[src/rtl/ecc_dec_pipe.sv]
// ecc_dec_pipe: two-stage pipelined extended-Hamming (SECDED) decoder
// for 8/16/32-bit codewords selected per word by mode.
// Ports: clk, rst (async, active high); input side in_valid/in_ready,
//   NoisyCodeWord, mode; output side out_valid/out_ready, data_out,
//   num_of_errors, syndrome.
// Optional macro ECC_DEC_STATS_EN adds stat_clr, corr_cnt, uncorr_cnt
//   (saturating 16-bit corrected/uncorrectable word counters).
module ecc_dec_pipe #(
  parameter int DATA_WIDTH = 32
) (
  input  logic                  clk,
  input  logic                  rst,
  input  logic                  in_valid,
  output logic                  in_ready,
  input  logic [DATA_WIDTH-1:0] NoisyCodeWord,
  input  logic [1:0]            mode,
  output logic                  out_valid,
  input  logic                  out_ready,
  output logic [DATA_WIDTH-1:0] data_out,
  output logic [1:0]            num_of_errors,
  output logic [5:0]            syndrome
`ifdef ECC_DEC_STATS_EN
  ,
  input  logic                  stat_clr,
  output logic [15:0]           corr_cnt,
  output logic [15:0]           uncorr_cnt
`endif
);

  // H column of codeword bit k for an m-bit low syndrome: powers of two
  // for the check bits, 0 for the overall parity bit, then the remaining
  // non-power-of-two values in ascending order for the data bits.
  function automatic logic [4:0] hcol(input int k, input int m);
    logic [4:0] r;
    int cnt;
    r   = '0;
    cnt = m + 1;
    if (k < m) begin
      r = 5'(1 << k);
    end else if (k > m) begin
      for (int v = 3; v < 32; v++) begin
        if ((v & (v - 1)) != 0) begin
          if (cnt == k) r = 5'(v);
          cnt++;
        end
      end
    end
    return r;
  endfunction

  function automatic logic [31:0][4:0] cols_tab(input int m);
    logic [31:0][4:0] t;
    for (int k = 0; k < 32; k++) t[k] = hcol(k, m);
    return t;
  endfunction

  localparam logic [31:0][4:0] COL3 = cols_tab(3);
  localparam logic [31:0][4:0] COL4 = cols_tab(4);
  localparam logic [31:0][4:0] COL5 = cols_tab(5);

  // Returns {p, s_low} zero-extended to 6 bits.
  function automatic logic [5:0] syn_calc(
    input logic [31:0]       cw,
    input int                n,
    input int                m,
    input logic [31:0][4:0]  tab
  );
    logic [4:0] s;
    logic       p;
    logic [5:0] r;
    s = '0;
    p = 1'b0;
    for (int k = 0; k < 32; k++) begin
      if (k < n && cw[k]) begin
        s = s ^ tab[k];
        p = ~p;
      end
    end
    r    = 6'(s);
    r[m] = p;
    return r;
  endfunction

  // Flip the bit whose column matches s_low when overall parity fails,
  // then pack the data bits down to bit 0.
  function automatic logic [31:0] dec_data(
    input logic [31:0]       cw,
    input logic [5:0]        syn,
    input int                n,
    input int                m,
    input logic [31:0][4:0]  tab
  );
    logic [31:0] c;
    logic [31:0] d;
    logic [4:0]  s;
    s = syn[4:0] & 5'((1 << m) - 1);
    c = cw;
    d = '0;
    for (int k = 0; k < 32; k++) begin
      if (k < n && syn[m] && tab[k] == s) c[k] = ~c[k];
    end
    for (int j = 0; j < 32; j++) begin
      if (j < n - m - 1) d[j] = c[j + m + 1];
    end
    return d;
  endfunction

  logic                  s1_valid_q;
  logic [31:0]           s1_cw_q;
  logic [1:0]            s1_mode_q;
  logic [5:0]            s1_syn_q;
  logic                  s2_valid_q;
  logic [DATA_WIDTH-1:0] data_q;
  logic [1:0]            nerr_q;
  logic [5:0]            syn_q;

  logic [31:0] cw_in;
  logic [1:0]  mode_d;
  logic [5:0]  s1_syn_d;
  logic [31:0] s2_data_d;
  logic [1:0]  s2_nerr_d;
  logic        p_s1;
  logic        slow_nz;
  logic        s2_load;
  logic        s1_load;

  assign cw_in = NoisyCodeWord[31:0];
  assign mode_d = (mode == 2'b11) ? 2'b10 : mode;

  always_comb begin
    s2_load = !s2_valid_q || out_ready;
    s1_load = !s1_valid_q || s2_load;
  end

  assign in_ready = s1_load;

  always_comb begin
    s1_syn_d = '0;
    unique case (mode_d)
      2'b00:   s1_syn_d = syn_calc(cw_in, 8, 3, COL3);
      2'b01:   s1_syn_d = syn_calc(cw_in, 16, 4, COL4);
      default: s1_syn_d = syn_calc(cw_in, 32, 5, COL5);
    endcase
  end

  always_comb begin
    s2_data_d = '0;
    p_s1      = 1'b0;
    slow_nz   = 1'b0;
    unique case (s1_mode_q)
      2'b00: begin
        s2_data_d = dec_data(s1_cw_q, s1_syn_q, 8, 3, COL3);
        p_s1      = s1_syn_q[3];
        slow_nz   = |s1_syn_q[2:0];
      end
      2'b01: begin
        s2_data_d = dec_data(s1_cw_q, s1_syn_q, 16, 4, COL4);
        p_s1      = s1_syn_q[4];
        slow_nz   = |s1_syn_q[3:0];
      end
      default: begin
        s2_data_d = dec_data(s1_cw_q, s1_syn_q, 32, 5, COL5);
        p_s1      = s1_syn_q[5];
        slow_nz   = |s1_syn_q[4:0];
      end
    endcase
  end

  always_comb begin
    s2_nerr_d = 2'd0;
    if (p_s1)         s2_nerr_d = 2'd1;
    else if (slow_nz) s2_nerr_d = 2'd2;
  end

  always_ff @(posedge clk or posedge rst) begin
    if (rst) begin
      s1_valid_q <= 1'b0;
      s1_cw_q    <= '0;
      s1_mode_q  <= '0;
      s1_syn_q   <= '0;
      s2_valid_q <= 1'b0;
      data_q     <= '0;
      nerr_q     <= '0;
      syn_q      <= '0;
    end else begin
      if (s1_load) begin
        s1_valid_q <= in_valid;
        if (in_valid) begin
          s1_cw_q   <= cw_in;
          s1_mode_q <= mode_d;
          s1_syn_q  <= s1_syn_d;
        end
      end
      if (s2_load) begin
        s2_valid_q <= s1_valid_q;
        if (s1_valid_q) begin
          data_q <= DATA_WIDTH'(s2_data_d);
          nerr_q <= s2_nerr_d;
          syn_q  <= s1_syn_q;
        end
      end
    end
  end

  assign out_valid     = s2_valid_q;
  assign data_out      = data_q;
  assign num_of_errors = nerr_q;
  assign syndrome      = syn_q;

`ifdef ECC_DEC_STATS_EN
  logic [15:0] corr_cnt_q;
  logic [15:0] uncorr_cnt_q;
  logic        s2_word;

  assign s2_word = s2_load && s1_valid_q;

  always_ff @(posedge clk or posedge rst) begin
    if (rst) begin
      corr_cnt_q   <= '0;
      uncorr_cnt_q <= '0;
    end else if (stat_clr) begin
      corr_cnt_q   <= '0;
      uncorr_cnt_q <= '0;
    end else if (s2_word) begin
      if (s2_nerr_d == 2'd1 && corr_cnt_q != 16'hFFFF)
        corr_cnt_q <= corr_cnt_q + 16'd1;
      if (s2_nerr_d == 2'd2 && uncorr_cnt_q != 16'hFFFF)
        uncorr_cnt_q <= uncorr_cnt_q + 16'd1;
    end
  end

  assign corr_cnt   = corr_cnt_q;
  assign uncorr_cnt = uncorr_cnt_q;
`endif

endmodule

[config.mk]
export PLATFORM = sky130hd
export DESIGN_NAME = ecc_dec_pipe
export DESIGN_NICKNAME = d
export VERILOG_FILES = /design/src/rtl/ecc_dec_pipe.sv
export SDC_FILE = /design/constraint.sdc
export NUM_CORES = 1
export LEC_CHECK = 0
export BUFFER_PORTS_ARGS = -buffer_cell sky130_fd_sc_hd__clkbuf_2
export CORE_ASPECT_RATIO = 0.6
export CORE_MARGIN = 4
export CORE_UTILIZATION = 56
export CTS_CLUSTER_DIAMETER = 120
export DETAILED_ROUTE_END_ITERATION = 16
export GPL_TIMING_DRIVEN = 0
export HOLD_SLACK_MARGIN = 0.1
export PLACE_DENSITY = 0.83
export SYNTH_ARGS = -nofsm -noshare
export SYNTH_HDL_FRONTEND = slang
export SYNTH_SLANG_ARGS = --single-unit
export TNS_END_PERCENT = 10
[constraint.sdc]
create_clock -name clk -period 3.2 [get_ports clk]
set_input_delay 0.96 -clock clk [delete_from_list [all_inputs] [get_ports clk]]
set_output_delay 0.96 -clock clk [all_outputs]
set_load 0.05 [all_outputs]
==> impl_metrics.toml <==
[outcome]
status = "completed"

[route]
viasPerCell = 5.478
drtAntennaViolNets = 0
routed_wl_mm = 11.93
dr_total_vias = 3791
drtPass1Iterations = 5
drt_iter0_drc = 380
drc_errors = 0
wl_per_cell_um = 17.24

[sta]
fin_crit_sh = 0.7920
hold_slack_ns = 0.4754
finalSetupViolations = 0
finalClockSkew_ns = 0.005237
hold_viol = 0
worst_pin_slew_ns = 0.8787
max_freq_mhz = 394.6
slew_headroom = 0.4142
fin_ws_ns = 0.6657
fin_crit_ns = 2.534
grt_setup_unrepaired = "no"
drv_slew = 0

[hold_path]
min_path_type = "flop to flop"
hold_depth = 2
min-delay-start = "syndrome[2]"
min_to = "syndrome[2]"

[clocking]
clk_latency_ns = 0.34
cts_setup_buffers = 0
cts_made_buffers = 9
path_clk_slew_ns = 0.06
hold_buffers = 0
htree_levels = 3
clkSinkCount = 72
ctsResizeCount = 0
cts_tree = "yes"
clockRootBuffer = "clkbuf_16"
clk_path_buf_depth = 2

[place]
gp_congestion = 0.8897
numPortBuffers = 66
place_ws_ns = 0.3369
hpwl_mm = 9.014

[setup_path]
timing.rr.start = "s1_syn_q[1]"
cpMostUsedCell = "xnor3_1"
worstPathCellList = "clkbuf_2 > xnor3_1 > xnor2_2 > xnor3_1 > xor2_1 > a221oi_1 > nor2_1"
crit_required_ns = 3.42
path_class = "primary input to flop"
r2r-end = "data_out[10]"
crit_slowest_cell = "xnor3_1"
path_max_fanout = 2
reg2reg_setup_slack_ns = 1.02
rr_worst_depth = 6
worst_ep_arrival_time_ns = 2.75
cp_slowest_stage_delay_ns = 0.48
cp-end-kind = "flop"
cp-start-kind = "primary input"

[finish]
fillers = 576
final_common_cell = "nand2_1"
layout_common_cells = "nand2_1 (142), dfrtp_1 (72), clkbuf_2 (66)"
syn2layout_area_growth_pct = 18.65
drive_gt1_frac = 0.1633
nets = 621
diodes = 0

[floorplan]
fp.dieH_um = 76.88
core_area_sq_um = 7477
die_area_sq_um = 9440
ios = 80
start_util = 0.5922
rows = 24
die_x_um = 122.8

[synthesis]
synth_cells = 501
synth_top_area_share = 0.4069
synth-seq-cells = 72
yosys.area.top_type = "dfrtp_1"
avgSynthCellArea_sq_um = 8.838
ys_types = 38
ys_seq_area_frac = 0.4069
synth.area.top_cells = "dfrtp_1 (41%), nand2_1 (12%), xnor2_1 (12%), xor2_1 (6.9%), xnor3_1 (4.6%)"
synth_warnings = 0
netlist_area_sq_um = 4428

[job]
drv_cap = 0

[pwr]
p_total_uw = 4067
ir_drop_uv = 291.3
power.density_nw_per_um2 = 774.0
p_leak_uw = 0.002534

[grt]
grt_pass1_vias = 3718
grt_max_degree = 73
grt_use_total = 0.2696
grt_pass1_wl_mm = 19.44
grt_remaining_overflow = 0
antenna_found_initial = 0
-- per-stage QoR --
step / utilization / cell area (sq um) / TNS [ns] / cells
final: 0.7026 / 5254 / 0 / 692
after global routing: 0.7026 / 5254 / 0 / 692
after CTS: 0.7026 / 5254 / 0 / 692
after detailed placement: 0.6566 / 4910 / 0 / 676
after global placement: 0.6563 / 4907 / -21.92 / 676
after floorplan: - / 4447 / 0 / 506
-- how the worst max path moves through the flow --
stage                                 start          end  slack (ns)  cells past startpoint
after floorplan                         rst  data_out[0]        0.42                      1
after global placement                  rst  s1_cw_q[17]       -0.31                      2
after detailed placement  NoisyCodeWord[20]  s1_syn_q[4]        0.34                      7
after CTS                 NoisyCodeWord[10]  s1_syn_q[3]        0.67                      6
after global routing      NoisyCodeWord[20]  s1_syn_q[4]        0.61                      7
final                     NoisyCodeWord[20]  s1_syn_q[4]        0.67                      7
-- report_power, final --
group,internal (uW),switching (uW)
clock network,762,391
logic,529,1110
registers,1100,180
-- registers in the layout, summed over array words and instances, names as in the netlist --
name           count
data_out          26
num_of_errors      2
out_valid          1
s1_cw_q           28
s1_mode_q          2
s1_syn_q           6
s1_valid_q         1
syndrome           6
-- cells by family (layout without fill, tap and decap cells) --
logic type,after synthesis,count (layout),share of synthesized area
flip-flops,72,72,0.4069
AO/OA/AOI/OAI,62,62,0.08364
buffers and inverters,41,123,0.04069
XOR/XNOR,107,107,0.2518
other,1,6,0.0008469
AND/OR/NAND/NOR,212,212,0.2023
multiplexers,6,6,0.01385
-- layout make-up --
cell class / count / area [sq um] / area share
multi-input combinational: 393 / 2465 / 0.4692
sequential: 72 / 1802 / 0.3429
timing repair buffer: 66 / 330.3 / 0.06287
clock buffer: 9 / 225.2 / 0.04287
buffer: 40 / 176.4 / 0.03358
tap: 104 / 130.1 / 0.02477
clock inverter: 7 / 118.9 / 0.02262
inverter: 1 / 6.256 / 0.001191
-- synth_stat cells --
master / count
a211o_1: 3
a211oi_1: 1
a21oi_1: 13
a221o_1: 1
a221oi_1: 1
a22o_1: 3
a22oi_1: 7
a2bb2oi_1: 1
and2_1: 2
buf_1: 1
buf_2: 3
buf_4: 6
clkbuf_1: 30
conb_1: 1
dfrtp_1: 72
inv_1: 1
mux2_2: 1
mux2i_1: 5
nand2_1: 142
nand2b_1: 8
nand3_1: 3
nand3b_1: 3
nor2_1: 21
nor2b_1: 4
nor3_1: 20
nor4_1: 4
nor4b_1: 1
o21a_1: 1
o21ai_0: 30
o31ai_1: 1
or2_2: 1
or3_1: 3
xnor2_1: 59
xnor2_2: 1
xnor3_1: 9
xor2_1: 35
xor3_1: 2
xor3_2: 1
-- critical path: cells and delay by family --
kind	cells	cell delay (ns)
xor gates and xnor gates	4	1.27
AOI/OAI and AO/OA	1	0.34
buffers and inverters	1	0.09
and+or+nand+nor	1	0.08
-- metal layers --
metal / vias to the layer above / routed length, um / track usage / part of all wire
li1: 1789 / - / - / -
met1: 1796 / 5401 / 0.3853 / 0.45
met2: 184 / 5031 / 0.3831 / 0.42
met3: 22 / 1335 / 0.09779 / 0.11
met4: 0 / 161 / 0.07821 / 0.013
met5: - / 0 / 0 / 0
No activity file was read; power rests on OpenSTA's default activity.
